==> config.mk <==
export PLATFORM = sky130hd
export DESIGN_NAME = mac_stream_engine
export DESIGN_NICKNAME = d
export VERILOG_FILES = /design/src/rtl/mac_stream_engine.sv
export SDC_FILE = /design/constraint.sdc
export NUM_CORES = 1
export LEC_CHECK = 0
export ABC_AREA = 1
export CAP_MARGIN = 25
export CORE_MARGIN = 2
export CORE_UTILIZATION = 56
export CTS_CLUSTER_DIAMETER = 150
export DETAILED_ROUTE_END_ITERATION = 16
export PLACE_DENSITY = 0.77
export RECOVER_POWER = 100
export SLEW_MARGIN = 25
export SYNTH_ARGS = -nofsm -noshare
export SYNTH_HDL_FRONTEND = slang
export SYNTH_SLANG_ARGS = --single-unit
==> constraint.sdc <==
create_clock -name clk -period 2.06 [get_ports clk]
set_input_delay 0.412 -clock clk [delete_from_list [all_inputs] [get_ports clk]]
set_output_delay 0.412 -clock clk [all_outputs]
set_load 0.05 [all_outputs]
==> src/rtl/mac_stream_engine.sv <==
// mac_stream_engine
//   Streaming multiply-accumulate engine. A go in IDLE captures a term count
//   (clamped to N_TERMS) and a chain flag. Operand pairs are then accepted over
//   a valid/ready handshake. Each accepted pair is multiplied in one stage and
//   added into the accumulator in the next stage. The result and a sticky
//   overflow flag are published together with a one-cycle done pulse.
//
// Ports
//   clk      : clock, rising edge
//   rst      : asynchronous reset, active low
//   go       : start request, sampled in IDLE only
//   len      : term count, sampled with go (values above N_TERMS clamp)
//   chain    : sampled with go; 0 clears acc/ovf, 1 continues from them
//   in_valid : operand pair valid
//   in_ready : pair accepted this cycle (high throughout RUN)
//   a, b     : operands (unsigned or two's complement per SIGNED)
//   busy     : high in every state except IDLE
//   out      : registered result, holds until the next done
//   ovf      : sticky wrap flag, registered together with out
//   done     : one-cycle pulse when out/ovf update
module mac_stream_engine #(
  parameter int DATA_W  = 4,
  parameter int N_TERMS = 16,
  parameter int SIGNED  = 0,
  localparam int LEN_W  = $clog2(N_TERMS + 1),
  localparam int ACC_W  = 2 * DATA_W + $clog2(N_TERMS)
) (
  input  logic              clk,
  input  logic              rst,
  input  logic              go,
  input  logic [LEN_W-1:0]  len,
  input  logic              chain,
  input  logic              in_valid,
  output logic              in_ready,
  input  logic [DATA_W-1:0] a,
  input  logic [DATA_W-1:0] b,
  output logic              busy,
  output logic [ACC_W-1:0]  out,
  output logic              ovf,
  output logic              done
);

  localparam int PROD_W = 2 * DATA_W;

  typedef enum logic [1:0] {
    IDLE  = 2'd0,
    RUN   = 2'd1,
    FLUSH = 2'd2,
    DONE  = 2'd3
  } state_t;

  state_t              r_state;
  logic [ACC_W-1:0]    r_acc;
  logic [PROD_W-1:0]   r_prod;
  logic                r_prod_vld;
  logic [LEN_W-1:0]    r_cnt;
  logic [ACC_W-1:0]    r_out;
  logic                r_ovf_acc;
  logic                r_ovf;
  logic                r_done;

  logic [LEN_W-1:0]    w_len_clamp;
  logic                w_accept;
  logic [PROD_W-1:0]   w_prod_u;
  logic [PROD_W-1:0]   w_prod_s;
  logic [PROD_W-1:0]   w_prod;
  logic                w_fill;
  logic [ACC_W-1:0]    w_prod_ext;
  logic [ACC_W:0]      w_sum_wide;
  logic [ACC_W-1:0]    w_sum;
  logic                w_wrap;

  assign w_len_clamp = (len > LEN_W'(N_TERMS)) ? LEN_W'(N_TERMS) : len;
  assign in_ready    = (r_state == RUN);
  assign w_accept    = in_valid && in_ready;

  // Operands are pre-extended to the product width so the multiply is done
  // at full width in both signedness modes.
  assign w_prod_u = {{DATA_W{1'b0}}, a} * {{DATA_W{1'b0}}, b};
  assign w_prod_s = $signed({{DATA_W{a[DATA_W-1]}}, a}) *
                    $signed({{DATA_W{b[DATA_W-1]}}, b});
  assign w_prod   = (SIGNED != 0) ? w_prod_s : w_prod_u;

  assign w_fill     = (SIGNED != 0) && r_prod[PROD_W-1];
  assign w_prod_ext = {{(ACC_W - PROD_W){w_fill}}, r_prod};

  // One extra bit captures the unsigned carry; signed overflow is the usual
  // same-sign-operands / different-sign-result test.
  assign w_sum_wide = {1'b0, r_acc} + {1'b0, w_prod_ext};
  assign w_sum      = w_sum_wide[ACC_W-1:0];
  assign w_wrap     = (SIGNED != 0) ?
                      ((r_acc[ACC_W-1] == w_prod_ext[ACC_W-1]) &&
                       (w_sum[ACC_W-1] != r_acc[ACC_W-1])) :
                      w_sum_wide[ACC_W];

  always_ff @(posedge clk or negedge rst) begin
    if (!rst) begin
      r_state    <= IDLE;
      r_acc      <= '0;
      r_prod     <= '0;
      r_prod_vld <= 1'b0;
      r_cnt      <= '0;
      r_out      <= '0;
      r_ovf_acc  <= 1'b0;
      r_ovf      <= 1'b0;
      r_done     <= 1'b0;
    end else begin
      r_done <= 1'b0;

      // Accumulate stage runs independently of the FSM; prod_vld is never
      // set in IDLE, so the chain=0 clear below cannot collide with it.
      if (r_prod_vld) begin
        r_acc <= w_sum;
        if (w_wrap) begin
          r_ovf_acc <= 1'b1;
        end
      end

      case (r_state)
        IDLE: begin
          if (go) begin
            r_cnt <= w_len_clamp;
            if (!chain) begin
              r_acc     <= '0;
              r_ovf_acc <= 1'b0;
            end
            r_state <= (w_len_clamp != '0) ? RUN : FLUSH;
          end
        end
        RUN: begin
          if (w_accept) begin
            r_prod     <= w_prod;
            r_prod_vld <= 1'b1;
            r_cnt      <= r_cnt - LEN_W'(1);
            if (r_cnt == LEN_W'(1)) begin
              r_state <= FLUSH;
            end
          end else begin
            r_prod_vld <= 1'b0;
          end
        end
        FLUSH: begin
          r_prod_vld <= 1'b0;
          r_state    <= DONE;
        end
        DONE: begin
          r_out   <= r_acc;
          r_ovf   <= r_ovf_acc;
          r_done  <= 1'b1;
          r_state <= IDLE;
        end
        default: r_state <= IDLE;
      endcase
    end
  end

  assign busy = (r_state != IDLE);
  assign out  = r_out;
  assign ovf  = r_ovf;
  assign done = r_done;

endmodule

-- Yosys cells after proc, flatten, opt, wreduce, memory -nomap -nowiden
Index checks and enable logic that the tools add are counted.
- register bits after elaboration: 43
- input port bits: 18
- output and inout bits: 16
- word-level logic and storage cells: 50
- $add $sub $neg: 2
- $mul: 1
- $lt $le $gt $ge: 1
- equal/unequal tests: 7
- muxes and demuxes: 21
- reduce and logical (&&, ||, !) cells: 9
- operators by type and width (cell ; number):
    12-bit two-way mux ; 4
    5-bit two-way mux ; 3
    12-bit by 8-bit adder with 13-bit output ; 1
    5-bit one-hot mux with 2 select lines ; 1
    4-bit by 4-bit multiplier with 8-bit output ; 1
    2-bit two-way mux ; 4
    2-bit one-hot mux with 4 select lines ; 1
    1-bit two-way mux ; 7
    3-bit AND reduction ; 2
    2-bit nonzero test ; 3
    5-bit by 1-bit == test with 1-bit output (second input constant) ; 1
    5-bit > comparator (second input constant) ; 1
    5-bit nonzero test ; 1
    5-bit by 1-bit subtractor with 5-bit output (second input constant) ; 1
    2-bit == test (second input constant) ; 2
    2-bit by 1-bit != test with 1-bit output (second input constant) ; 2
    2-bit by 1-bit == test with 1-bit output (second input constant) ; 1
    2-bit zero test ; 1
    2-bit != test (second input constant) ; 1
    1-bit one-hot mux with 2 select lines ; 1
    2-bit AND reduction ; 1
    1-bit logical AND ; 1

-- Longest topological paths before layout
Gate-level depths: netlist of the first run.
- word-level depth: 6
- mapped depth: 12

-- Worst setup path before layout of the first run
OpenSTA, ideal clock, no wires.
- kind: input to register
- from: input port a[0]
- to: register r_prod[6]
- library setup time: 0.136 ns
- arrival time: 2.354 ns
- path slack: -0.429 ns
- cell stages on the path: 9
- cell sequence: nand2_1 fa_1 inv_1 fa_1 fa_1 nand3_1 nand2_1 xnor2_1 o21ai_0
- word-level cells in the longest chain between the ends: 1
- RTL lines (item ; line ; text):
    start: declaration ; 35 ; input logic [DATA_W-1:0] a,
    4-bit by 4-bit multiplier with 8-bit output ; 79 ; assign w_prod_u = {{DATA_W{1'b0}}, a} * {{DATA_W{1'b0}}, b};
    end signal: assignment ; 132 ; r_prod <= w_prod;
    end: declaration ; 54 ; logic [PROD_W-1:0] r_prod;
Every way passes these cells.
A chain may end at the register's enable or synchronous reset.

-- Final worst setup path of the first run
- from: input port a[1]
- to: register r_prod[6]
The elaborated chain is that of the path after synthesis.

==> flow_metrics.env, run 1 <==
export IMPL_status="finished, violations left"
export IMPL_violations="negative setup slack"
export IMPL_reg2reg_slack_ns=0.16
export IMPL_cp_max_fo=2
export IMPL_stdcell_area_sq_um=3540
export IMPL_netlist_instances=345
export IMPL_vias=2362
export IMPL_routedWlPerCell_microns=12.4
export IMPL_setup_violations=5
export IMPL_clock_sinks=43
export IMPL_skew_ns=0.00910
export IMPL_ys_seq_area_share_pct=38.5
export IMPL_cp_data_arrival_time_ns=2.40
export IMPL_cts_max_level=2
export IMPL_synthArstFlopShare_pct=100
export IMPL_drt_iter0_drc=106
export IMPL_synth_nets=395
export IMPL_syn_to_final_growth_pct=26.5
export IMPL_fillCellCount=362
export IMPL_synthFlopType="dfrtp_1"
export IMPL_overflow=0
export IMPL_multi_input_area_sq_um=1620
export IMPL_dieArea_sq_um=5570
export IMPL_avgViaCountPerCell=5.09
export IMPL_grt_antenna_before_repair=0
export IMPL_fin_crit_sh_pct=108
export IMPL_drc=0
export IMPL_grt_usage_pct=22.9
export IMPL_die_h_microns=74.7
export IMPL_rsz0062_at_grt="true"
export IMPL_final_cell_mix="nand2_1, inv_1, dfrtp_1"
export IMPL_grt_use_met2_pct=42.4
export IMPL_crit_path_end_kind="flip-flop"
export IMPL_diodes=0
export IMPL_post_cts_buffers=0
export IMPL_leakage_nw=1.87
export IMPL_p_per_area_nw_per_um2=1400
export IMPL_grt_met1_usage_pct=26.9
export IMPL_utilization_pct=74.4
export IMPL_dp_slack_ns=-1.01
export IMPL_nNetsFinal=446
export IMPL_relSlewSlack_pct=30.4
export IMPL_setup_slack_ns=-0.171
export IMPL_num_io_pins=34
export IMPL_tightest_slew_ns=1.04
export IMPL_cts_clk_slew_worst_paths_ns=0.09
export IMPL_synth_edf_count=0
export IMPL_cpPeakStageDelay_ns=0.56
export IMPL_post_dp_hpwl_microns=4420
export IMPL_clk_path_buf_depth=2
export IMPL_grt_pass1_wl_microns=9780
export IMPL_numCtsBuffers=5
export IMPL_p_total_mw=4.96
export IMPL_avgSynthCellArea_sq_um=8.10
export IMPL_cts_tree="built"
export IMPL_finalHoldViolCount=0
export IMPL_worst_hold_slack_ns=0.357
export IMPL_clockRootBuffer="clkbuf_8"
export IMPL_drtPass1Iterations=6
export IMPL_dpl_cell_area_sq_um=3350
export IMPL_core_area_sq_um=4750
export IMPL_cts_hold_buffers_added=0
export IMPL_regArea_sq_um=1080
export IMPL_start_kind="input port"
export IMPL_die_w_microns=74.7
export IMPL_num_rows=25
export IMPL_start_util_pct=58.8
export IMPL_clk_latency_ns=0.30
export IMPL_mostFrequentLayoutCell="nand2_1"
export IMPL_syn_area_sq_um=2800
export IMPL_ir_drop_mv=1.00
export IMPL_busiest_layer="met2"
export IMPL_synth_seq_cells=43
export IMPL_drive_gt1_share_pct=16.9
export IMPL_cpMostUsedCell="fa_2"
export IMPL_grt_pass1_vias=2289
export IMPL_port_buffers=33
export IMPL_min_period_ns=2.23
export IMPL_use_met3_pct=4.02
export IMPL_critPathSlowestCell="fa_1"
export IMPL_min_path_type="input port to async pin"
export IMPL_wl_microns=5770
export IMPL_gp_congestion=0.876
export IMPL_grt_max_degree=44
export IMPL_yosysUniqueCellTypes=29
export IMPL_worstPathCellList="buf_8, nand2_4, fa_1, inv_2, fa_2, fa_2, nand3_2, nand2_2, xnor2_2, o21ai_1"
export IMPL_slew_violations=0
export IMPL_synth_warnings=0
export IMPL_crit_type="input port to flip-flop"
export IMPL_clock_fmax_mhz=448
export IMPL_maxCapViolCount=0
export IMPL_final_antenna_net_count=0
export IMPL_worstPathRequired_ns=2.23
==> cell type report <==
class,count,area share [%]
Multi-Input combinational cell,251,45.8
Tap cell,67,2.37
Clock buffer,5,1.95
Clock inverter,3,1.34
Sequential cell,43,30.4
Inverter,46,4.88
Timing Repair Buffer,49,13.2
==> stage by stage <==
step / TNS (ns) / std cells
6_report: -0.461 / 464
5_1_grt: -0.901 / 464
4_1_cts: -0.785 / 464
3_5_place_dp: -4.95 / 456
3_3_place_gp: -4.54 / 456
2_1_floorplan: -0.842 / 345
==> metal layers <==
metal | vias up | routed length [microns]
met5 | - | 0
met2 | 51 | 3040
met3 | 9 | 177
met1 | 1096 | 2460
met4 | 0 | 97
li1 | 1206 | -
==> final timing paths <==
| path | startpoint | endpoint | depth (start not counted) |
|---|---|---|---|
| min in group clk | a[0] | r_prod[0] | 4 |
| setup reg to reg | r_acc[0] | r_acc[10] | 10 |
| hold reg to reg | r_prod[2] | r_prod[2] | 2 |
| setup / recovery | a[1] | r_prod[6] | 10 |
| max in group asynchronous | rst | out[3] | 2 |
| hold / removal | rst | r_acc[10] | 2 |
==> registers in the layout, summed over array words and instances (netlist names) <==
signal,cells
done,1
out,12
ovf,1
r_acc,12
r_cnt,5
r_ovf_acc,1
r_prod,8
r_prod_vld,1
r_state,2
==> where the power goes <==
| part | switching (mW) | internal, mW |
|---|---|---|
| Sequential | 0.267 | 1.20 |
| Combinational | 1.75 | 1.07 |
| Clock | 0.311 | 0.367 |
| Total | 2.32 | 2.64 |
==> kinds of logic after synthesis <==
group                      share of synthesized area [%]
buffers and inverters                               6.98
xor gates and xnor gates                            1.25
adders and majority gates                           15.7
muxes                                               4.43
DFF                                                 38.5
AOI/OAI and AO/OA                                   7.92
and+or+nand+nor                                     25.2
==> critical path, delay by kind of cell <==
kind / cells / cell delay (ns)
adders and majority gates: 3 / 1.46
AOI/OAI and AO/OA: 1 / 0.07
buffers and inverters: 2 / 0.12
xor gates and xnor gates: 1 / 0.13
and+or+nand+nor: 3 / 0.21
==> Yosys cell counts, types with 3 or more instances <==
master,n,area [sq um]
o21ai_0,14,70.1
inv_1,45,169
nor3_1,4,20.0
a21oi_1,14,70.1
nand3_1,26,130
dfrtp_1,43,1080
buf_2,3,15.0
xnor2_1,4,35.0
fa_1,5,100
ha_1,27,338
mux2_2,11,124
nand2_1,92,345
nor2_1,37,139
==> timing repair <==
| action | CTS | global route |
|---|---|---|
| pin swaps | 17 | 11 |
| resized for setup | 45 | 13 |
| endpoints found under the setup margin | 5 | 6 |
Power figures use the tool's default switching activity.
==> inputs of run 2 (changes only) <==
- CORE_ASPECT_RATIO: not set -> 1.5
==> flow_metrics.env, run 2 (synthesis gave the netlist of run 1 again) <==
export IMPL_num_io_pins=34
export IMPL_grt_usage_pct=23.9
export IMPL_grt_max_degree=31
export IMPL_cp_data_arrival_time_ns=2.40
export IMPL_nNetsFinal=448
export IMPL_final_antenna_net_count=0
export IMPL_die_w_microns=61.7
export IMPL_start_util_pct=58.1
export IMPL_rr_worst_depth=10
export IMPL_slew_violations=31
export IMPL_setup_violations=5
export IMPL_cp_max_fo=2
export IMPL_gp_congestion=0.832
export IMPL_reg2reg_slack_ns=0.14
export IMPL_cpPeakStageDelay_ns=0.54
export IMPL_maxCapViolCount=1
export IMPL_num_rows=31
export IMPL_cts_clk_slew_worst_paths_ns=0.09
export IMPL_wl_microns=5960
export IMPL_port_buffers=33
export IMPL_dieArea_sq_um=5580
export IMPL_cp_num_buf_inv=2
export IMPL_endpoint="r_prod[7]"
export IMPL_violations="max-capacitance violations, max-slew violations, negative setup slack"
export IMPL_stdcell_area_sq_um=3540
export IMPL_die_h_microns=90.5
export IMPL_clk_path_buf_depth=2
export IMPL_grt_pass1_wl_microns=10200
export IMPL_min_period_ns=2.21
export IMPL_grt_antenna_before_repair=0
export IMPL_leakage_nw=1.87
export IMPL_post_place_cells=457
export IMPL_critPathSlowestCell="fa_1"
export IMPL_critical_path_reg2reg_endpoint="r_acc[10]"
export IMPL_cp_top_family="adder cells"
export IMPL_grt_pass1_vias=2368
export IMPL_diodes=0
export IMPL_worstPathRequired_ns=2.25
export IMPL_stdcell_count=465
export IMPL_min_path_type="input port to async pin"
export IMPL_start_kind="input port"
export IMPL_dpl_cell_area_sq_um=3370
export IMPL_clock_sinks=43
export IMPL_vias=2375
export IMPL_tightest_slew_ns=1.54
export IMPL_worstPathCellList="buf_8, nand2_8, fa_1, inv_2, fa_2, ha_4, nand3_4, nand2_4, nand3_2, nand2_1, nand2_1, nand3_1, nand2_1"
export IMPL_drt_iter0_drc=77
export IMPL_clockRootBuffer="clkbuf_8"
export IMPL_final_cell_mix="nand2_1, dfrtp_1, inv_1"
export IMPL_mostFrequentLayoutCell="nand2_1"
export IMPL_utilization_pct=73.5
export IMPL_drive_gt1_share_pct=16.5
export IMPL_cts_tree="built"
export IMPL_fillCellCount=393
export IMPL_drtPass1Iterations=4
export IMPL_post_cts_buffers=0
export IMPL_syn_to_final_growth_pct=26.5
export IMPL_skew_ns=0.00826
export IMPL_crit_path_end_kind="flip-flop"
export IMPL_core_area_sq_um=4810
export IMPL_dp_slack_ns=-1.01
export IMPL_numCtsBuffers=5
export IMPL_routedWlPerCell_microns=12.8
export IMPL_fin_crit_sh_pct=107
export IMPL_relSlewSlack_pct=-2.64
export IMPL_p_per_area_nw_per_um2=1410
export IMPL_finalHoldViolCount=0
export IMPL_clock_fmax_mhz=452
export IMPL_overflow=0
export IMPL_rsz0062_at_grt="true"
export IMPL_status="finished, violations left"
export IMPL_worstReg2RegStart="r_acc[0]"
export IMPL_cpMostUsedCell="nand2_1"
export IMPL_ir_drop_mv=1.05
export IMPL_crit_type="input port to flip-flop"
export IMPL_avgViaCountPerCell=5.11
export IMPL_setup_slack_ns=-0.151
export IMPL_p_total_mw=4.98
export IMPL_cts_max_level=2
export IMPL_clk_latency_ns=0.30
export IMPL_post_dp_hpwl_microns=4470
export IMPL_crit_cells=13
export IMPL_drc=0
export IMPL_crit_path_start="a[2]"
run 2: cell types whose count changed in the layout (fill, tap and decap cells not counted), sizes merged:
cell and delta:
clkbuf +4, buf -2, dlygate4sd2 -1, clkdlybuf4s15 +1, dlymetal6s2s +1, clkdlybuf4s50 -1
run 2: cell type report:
cell class	count	area [sq um]	area share, %
sequential	43	1080	30.4
multi-input combinational	251	1630	46.1
inverter	46	173	4.88
timing repair buffer	51	458	13.0
clock buffer	5	68.8	1.95
clock inverter	3	47.5	1.34
tap	66	82.6	2.34
run 2: through the flow:
stage          hold slack (ns)  TNS (ns)
6_report                 0.467    -0.380
5_1_grt                  0.503    -0.654
4_1_cts                  0.156    -0.439
3_5_place_dp             0.471     -4.88
3_3_place_gp             0.468     -4.54
2_1_floorplan            0.116    -0.842
run 2: where the power goes:
group,leakage [nW],total [mW],switching [mW],internal (mW)
Sequential,0.549,1.47,0.275,1.20
Clock,0.0587,0.693,0.326,0.368
Combinational,1.26,2.82,1.73,1.09
run 2: routing by layer:
metal | track usage (%) | routed length [microns] | part of all wire [%]
met2 | 43.9 | 3440 | 58
met5 | 0 | 0 | 0
met4 | 7.62 | 93 | 1.6
met3 | 4.01 | 123 | 2.1
met1 | 26.2 | 2300 | 39
run 2: worst min path at each step:
stage                     end  slack, ns
global route        r_prod[0]       0.50
finish              r_acc[11]       0.47
detailed placement  r_prod[4]       0.47
CTS                 r_acc[11]       0.16
global placement    r_prod[3]       0.47
floorplan                done       0.12
run 2: what timing repair did:
item	in CTS	in global routing
gates cloned	0	0
hold buffers	0	0
setup endpoints to repair	5	6
gates resized for setup	41	20
pin swaps	11	10
==> inputs of run 3 (changes only) <==
- ABC_AREA: 1 -> not set
- CAP_MARGIN: 25 -> 20
==> flow_metrics.env, run 3 <==
export IMPL_vias=2114
export IMPL_synthArstFlopShare_pct=100
export IMPL_cp_data_arrival_time_ns=2.74
export IMPL_avgSynthCellArea_sq_um=10.4
export IMPL_clock_fmax_mhz=393
export IMPL_dp_slack_ns=-1.33
export IMPL_clockRootBuffer="clkbuf_8"
export IMPL_min_period_ns=2.54
export IMPL_cpMostUsedCell="fa_1"
export IMPL_cts_clk_slew_worst_paths_ns=0.10
export IMPL_post_dp_hpwl_microns=4260
export IMPL_grt_antenna_before_repair=0
export IMPL_clk_latency_ns=0.31
export IMPL_overflow=0
export IMPL_violations="negative setup slack"
export IMPL_diodes=0
export IMPL_cts_tree="built"
export IMPL_final_cell_mix="dfrtp_1, ha_1, mux2_2"
export IMPL_final_antenna_net_count=0
export IMPL_setup_slack_ns=-0.482
export IMPL_dieArea_sq_um=5430
export IMPL_die_w_microns=60.9
export IMPL_syn_to_final_growth_pct=25.6
export IMPL_cts_hold_buffers_added=0
export IMPL_tightest_slew_ns=1.04
export IMPL_yosys_top_cells_area="dfrtp_1, ha_1, mux2_2"
export IMPL_synthTopCellsByCount="dfrtp_1, ha_1, a21oi_1"
export IMPL_grt_usage_pct=23.6
export IMPL_finalHoldViolCount=0
export IMPL_p_total_mw=4.50
export IMPL_critical_path_reg2reg_endpoint="r_acc[4]"
export IMPL_fin_crit_sh_pct=123
export IMPL_num_io_pins=34
export IMPL_endpoint="r_prod[6]"
export IMPL_gp_congestion=0.900
export IMPL_wl_microns=5800
export IMPL_critPathSlowestCell="fa_1"
export IMPL_clk_path_buf_depth=2
export IMPL_crit_cells=11
export IMPL_synth_seq_cells=43
export IMPL_fillCellCount=369
export IMPL_worstReg2RegStart="r_acc[0]"
export IMPL_ys_seq_area_share_pct=39.6
export IMPL_start_kind="input port"
export IMPL_netlist_instances=260
export IMPL_rsz0062_at_grt="true"
export IMPL_synthFlopType="dfrtp_1"
export IMPL_drc=0
export IMPL_synth_edf_count=0
export IMPL_die_h_microns=89.3
export IMPL_cp_num_buf_inv=3
export IMPL_synth_top_area_share_pct=39.6
export IMPL_setup_violations=5
export IMPL_skew_ns=0.0112
export IMPL_p_per_area_nw_per_um2=1320
export IMPL_start_util_pct=57.4
export IMPL_rr_worst_depth=7
export IMPL_cp_top_family="adder cells"
export IMPL_syn_area_sq_um=2720
export IMPL_crit_type="input port to flip-flop"
export IMPL_worstPathCellList="buf_8, nand2_4, fa_1, inv_1, fa_1, buf_4, fa_2, a21o_1, a21oi_2, xnor2_1, mux2_2"
export IMPL_reg2reg_slack_ns=0.03
export IMPL_grt_pass1_wl_microns=9510
export IMPL_nNetsFinal=361
export IMPL_cpPeakStageDelay_ns=0.52
export IMPL_cts_max_level=2
export IMPL_grt_max_degree=44
export IMPL_yosys_area_top_type="dfrtp_1"
export IMPL_num_rows=31
export IMPL_grt_pass1_vias=2141
export IMPL_slew_violations=0
export IMPL_ir_drop_mv=0.821
export IMPL_relSlewSlack_pct=30.7
export IMPL_drtPass1Iterations=4
export IMPL_yosysUniqueCellTypes=45
export IMPL_maxCapViolCount=0
export IMPL_crit_path_start="b[2]"
export IMPL_synth_most_common_cell="dfrtp_1"
export IMPL_numCtsBuffers=5
export IMPL_clock_sinks=43
export IMPL_stdcell_area_sq_um=3410
export IMPL_drive_gt1_share_pct=23.4
export IMPL_routedWlPerCell_microns=15.4
export IMPL_status="finished, violations left"
export IMPL_core_area_sq_um=4730
export IMPL_mostFrequentLayoutCell="dfrtp_1"
export IMPL_dpl_cell_area_sq_um=3250
export IMPL_cp_max_fo=2
export IMPL_leakage_nw=1.65
export IMPL_multi_input_area_sq_um=1670
export IMPL_worstPathRequired_ns=2.25
export IMPL_port_buffers=33
export IMPL_drt_iter0_drc=94
export IMPL_synth_nets=310
export IMPL_synth_warnings=0
export IMPL_avgViaCountPerCell=5.59
export IMPL_min_path_type="input port to async pin"
export IMPL_crit_path_end_kind="flip-flop"
export IMPL_regArea_sq_um=1080
run 3: changes by cell type in the layout (fill, tap and decap cells not counted), sizes merged, moves of 6 or more:
cell,delta
a21oi,+6
nand2,-75
o22ai,+6
mux2,+8
and2,+12
nor2,-27
a21o,+10
nand3,-20
inv,-33
run 3: stage by stage:
step	hold WS (ns)	cells	TNS [ns]	util [%]
6_report	0.363	378	-1.68	72.1
5_1_grt	0.455	378	-2.28	72.1
4_1_cts	0.180	376	-1.60	72.3
3_5_place_dp	0.477	367	-6.03	68.6
3_3_place_gp	0.467	367	-5.67	68.6
2_1_floorplan	0.116	260	-1.87	-
run 3: how the worst min path moves through the flow:
stage               startpoint         to  slack, ns  cells past startpoint
floorplan                  rst       done       0.12                      0
global placement     r_prod[4]  r_prod[4]       0.47                      2
detailed placement   r_prod[4]  r_prod[4]       0.48                      2
CTS                        rst  r_ovf_acc       0.18                      2
global route              b[0]  r_prod[0]       0.46                      3
finish                     rst   r_acc[2]       0.36                      2
run 3: cell families (layout without fill, tap and decap cells):
group,count (synthesis),in the layout,share of synthesized area (%)
mux,23,23,9.36
flops,43,43,39.6
buf+inv,20,72,2.90
xor+xnor,8,8,2.58
simple gates,67,67,13.0
compound gates,67,67,16.4
fa+ha+maj,32,32,16.1
run 3: area by class of cell:
type / instances / share of cell area, %
inverter: 13 / 1.43
tap: 66 / 2.42
sequential: 43 / 31.5
timing repair buffer: 51 / 12.9
clock inverter: 3 / 0.697
clock buffer: 5 / 2.02
multi-input combinational: 197 / 48.9
run 3: where the power goes:
group          leakage (nW)  internal (mW)  switching, mW
registers             0.557           1.16          0.246
clock network        0.0408          0.243          0.322
logic                  1.05           1.06           1.47
total                  1.65           2.47           2.04
run 3: what timing repair did:
item	CTS	global route
cloned	0	0
resized for setup	46	8
setup endpoints to repair	6	9
pin swaps	10	6
setup buffers	1	2
run 3: worst reg2reg max path, delay by kind of cell, from the launching register on:
kind	cells	cell delay, ns
AOI/OAI and AO/OA	3	0.44
xor gates and xnor gates	1	0.19
adders and majority gates	2	0.67
buffers and inverters	1	0.16
DFF	1	0.42
run 3: metal layers:
| metal | GRT usage (%) | vias up | wire length, microns | share of wire (%) |
|---|---|---|---|---|
| li1 | - | 1038 | - | - |
| met1 | 24.7 | 1026 | 2200 | 38 |
| met2 | 44.9 | 37 | 3320 | 57 |
| met3 | 3.76 | 13 | 121 | 2.1 |
| met4 | 10.1 | 0 | 164 | 2.8 |
| met5 | 0 | - | 0 | 0 |
==> RTL change 1 (settings of run 2) <==
Change the parameter `N_TERMS` from 16 to 32.
--- a/src/rtl/mac_stream_engine.sv
+++ b/src/rtl/mac_stream_engine.sv
@@ -20,7 +20,7 @@
 //   done     : one-cycle pulse when out/ovf update
 module mac_stream_engine #(
   parameter int DATA_W  = 4,
-  parameter int N_TERMS = 16,
+  parameter int N_TERMS = 32,
   parameter int SIGNED  = 0,
   localparam int LEN_W  = $clog2(N_TERMS + 1),
   localparam int ACC_W  = 2 * DATA_W + $clog2(N_TERMS)
Ports: changed (resized len and out); port bits go from 34 to 36. No check against the original RTL was run, so the function may have changed too.
==> RTL change 1 against run 2 <==
- cell area is 4.4% higher
- first-iteration DRC count is 38% higher
- total power is 1.5% higher
- sequential cell count is 3 higher
- the run ends with setup timing left
- setup slack better by 32 ps
- largest cell class unchanged
- wire length is 3.3% higher
- die area is 7.4% higher
- critical endpoint unchanged
- cell count is 7.1% higher
- non-clock buffer count stayed put
- area after synthesis is 7.8% higher
==> RTL change 1: results (changes against run 2) <==
post-cts resize count 38 (-7.3%); fin worst setup slack -120 ps (+31.8 ps); placed cell area 3570 um^2 (+6.2%); count of unique library cells instantiated by Yosys 34 (+17%); # fillers 391 (-0.51%); status complete, but fails checks; Starting DRT DRC Count 106 (+38%); Fin Clk Skew 9.23 ps (+0.976 ps); total sequential power 1530 uW (+4%); Port Buffers 35 (+6.1%); largest net degree at the start of global routing 47 (+52%); final number of setup-violating endpoints 3 (-2); Min Hold Slack 393 ps (-74.4 ps); largest stage delay on the critical path 480 ps (-60 ps); Vias 2593 (+9.2%); post-DP HPWL 4.66 mm (+4.3%); minimum setup slack among reg-to-reg paths 80 ps (-60 ps); first-pass GRT wire length 11.1 mm (+8.9%); DP Cell Count 489 (+7.0%); layout cells sized above 1 14.4% (-2.1 points); reg2reg end r_cnt[3]; Post-Synth XOR/XNOR Area 1.16% (-0.091 points); post-synthesis compound-gate area fraction 10.1% (+2.2 points); peak fanout along the critical path 3 (+1); Net Sw Frac 48.1% (+1.3 points); Reg2Reg Depth 6 (-4); Post-synth top cells nand2_1, inv_1, dfrtp_1, nor2_1, ha_1; failing checks setup timing
[RTL change 1: changes by cell type after synthesis, moves of 4 or more]
cell     change
nand3_1      -4
inv_1        +9
a21oi_1      +5
nand4_1      +5
o21ai_1      +5
inv_2        +5
[RTL change 1: worst max-delay path by stage]
| stage | to | slack [ps] | cells after the start |
|---|---|---|---|
| after global routing | r_prod[7] | -200 | 14 |
| after floorplan | r_prod[6] | -230 | 9 |
| after CTS | r_prod[5] | -190 | 9 |
| after detailed placement | r_prod[6] | -930 | 10 |
| final | r_prod[7] | -120 | 12 |
| after global placement | r_prod[6] | -900 | 10 |
[RTL change 1: final cells by class]
class                      instances  area (um^2)  area share (%)
clock buffer                       6         82.6            2.24
clock inverter                     2         12.5           0.339
inverter                          60          225            6.10
multi-input combinational        265         1690            45.7
sequential                        46         1150            31.2
tap                               68         85.1            2.31
timing repair buffer              51          447            12.1
[RTL change 1: per-layer routing]
| layer | vias to the layer above | track usage [%] | share of wire (%) |
|---|---|---|---|
| li1 | 1317 | - | - |
| met1 | 1215 | 24.4 | 39 |
| met2 | 47 | 45.3 | 57 |
| met3 | 14 | 3.12 | 1.9 |
| met4 | 0 | 10.7 | 2.7 |
| met5 | - | 0 | 0 |
[RTL change 1: worst register-to-register path: cells and delay by family, from the launching register on]
family                   cells  cell delay [ps]
flip-flops                   1              390
buffers and inverters        2              390
adder cells (fa/ha/maj)      1              240
AO/OA/AOI/OAI                3              850
[RTL change 1: kinds of logic (layout without fill, tap and decap cells)]
| logic type | count (synthesis) | after routing |
|---|---|---|
| adder cells (fa/ha/maj) | 32 | 32 |
| XOR/XNOR | 4 | 4 |
| multiplexers | 9 | 9 |
| buffers and inverters | 67 | 119 |
| flip-flops | 46 | 46 |
| AO/OA/AOI/OAI | 52 | 52 |
| AND/OR/NAND/NOR | 168 | 168 |
==> RTL change 2 (config.mk and constraints of run 2) <==
Without the edit above. Re-encode `state_t` (4 states) as one-hot, 4 bits wide.
--- a/src/rtl/mac_stream_engine.sv
+++ b/src/rtl/mac_stream_engine.sv
@@ -42,11 +42,11 @@
 
   localparam int PROD_W = 2 * DATA_W;
 
-  typedef enum logic [1:0] {
-    IDLE  = 2'd0,
-    RUN   = 2'd1,
-    FLUSH = 2'd2,
-    DONE  = 2'd3
+  typedef enum logic [3:0] {
+    IDLE  = 4'b0001,
+    RUN   = 4'b0010,
+    FLUSH = 4'b0100,
+    DONE  = 4'b1000
   } state_t;
 
   state_t              r_state;
Check against the original RTL: same outputs for any inputs over 10 cycles, from zero or initial values and one cycle with rst low; not proved beyond that.
==> RTL change 2 against run 2 <==
- the flow finishes with violations (setup timing)
- cell area grew 1.1%
- total power shrank 11%
- wire length grew 0.29%
- sequential cell count grew 2
- core utilization shrank 0.40 points
- via count grew 5.6%
- setup slack lost 43 ps
- worst hold slack lost 91 ps
- area after synthesis grew 2.8%
- largest power group unchanged
- highest routed layer unchanged
==> RTL change 2: results (changes against run 2) <==
failing checks setup timing; status complete, but fails checks; Peak supply drop 0.000859 V (-18%); syn_area_per_cell 7.73 um^2 (-4.6%); met2 wire len 3.51 mm (+1.9%); first-pass GRT wire length 10.3 mm (+1.1%); minimum setup slack among reg-to-reg paths -40 ps (-180 ps); final number of setup-violating endpoints 8 (+3); layout cells sized above 1 16.0% (-0.50 points); Crit-path slowest cell fa_2; Seq/Total Area, Yosys 39.2% (+0.73 points); Post-Synth XOR/XNOR Area 1.22% (-0.034 points); met2 Usage GRT 44.8% (+0.86 points); final instance count without filler cells 490 (+5.4%); post-DP HPWL 4.49 mm (+0.50%); Post-synth top cells nand2_1, inv_1, dfrtp_1, nand3_1, nor2_1; worst reg2reg path startpoint r_state[0]; crit path DAT 2440 ps (+40 ps); count of unique library cells instantiated by Yosys 34 (+17%); post-synthesis mux area share 0% (-4.4 points); nets 468 (+4.5%); Min Hold Slack 376 ps (-91.3 ps); top cells by area, synth dfrtp_1, nand2_1, ha_1, inv_1, nand3_1; reg2reg end r_acc[5]; routed wl met3 130 um (+5.7%); fin worst setup slack -195 ps (-43.4 ps); setup_tns -694 ps (-314 ps); Pre-Repair DR Iteration Count 6 (+2)
[RTL change 2: worst register-to-register path, stage by stage, from the launching register on]
cell and delay (ps):
dfstp_2 540, inv_1 60, nor3_1 480, nand3b_1 530, o21ai_0 220, inv_1 60
nand2_1 70, inv_1 40
[RTL change 2: cell type report]
class	instances	area, um^2	area share, %
clock inverters	3	21.3	0.595
well taps	66	82.6	2.31
repair buffers	50	469	13.1
inverters	63	236	6.62
multi-input cells	258	1570	43.9
clock buffers	5	68.8	1.93
flip-flops and latches	45	1130	31.5
[RTL change 2: timing repair]
action	in CTS	in global routing
hold buffers	0	0
pin swaps	15	13
hold endpoints to repair	0	0
resized for setup	47	13
setup endpoints to repair	5	5
buffers inserted	1	0
[RTL change 2: power groups by stage]
stage                     logic (uW)  registers (uW)  clock network (uW)
after floorplan                 1690            1580                   0
after detailed placement        2410            1490                   0
after CTS                       2480            1480                 559
after global placement          2320            1480                   0
after global routing            2760            1500                 600
final                           2430            1470                 544
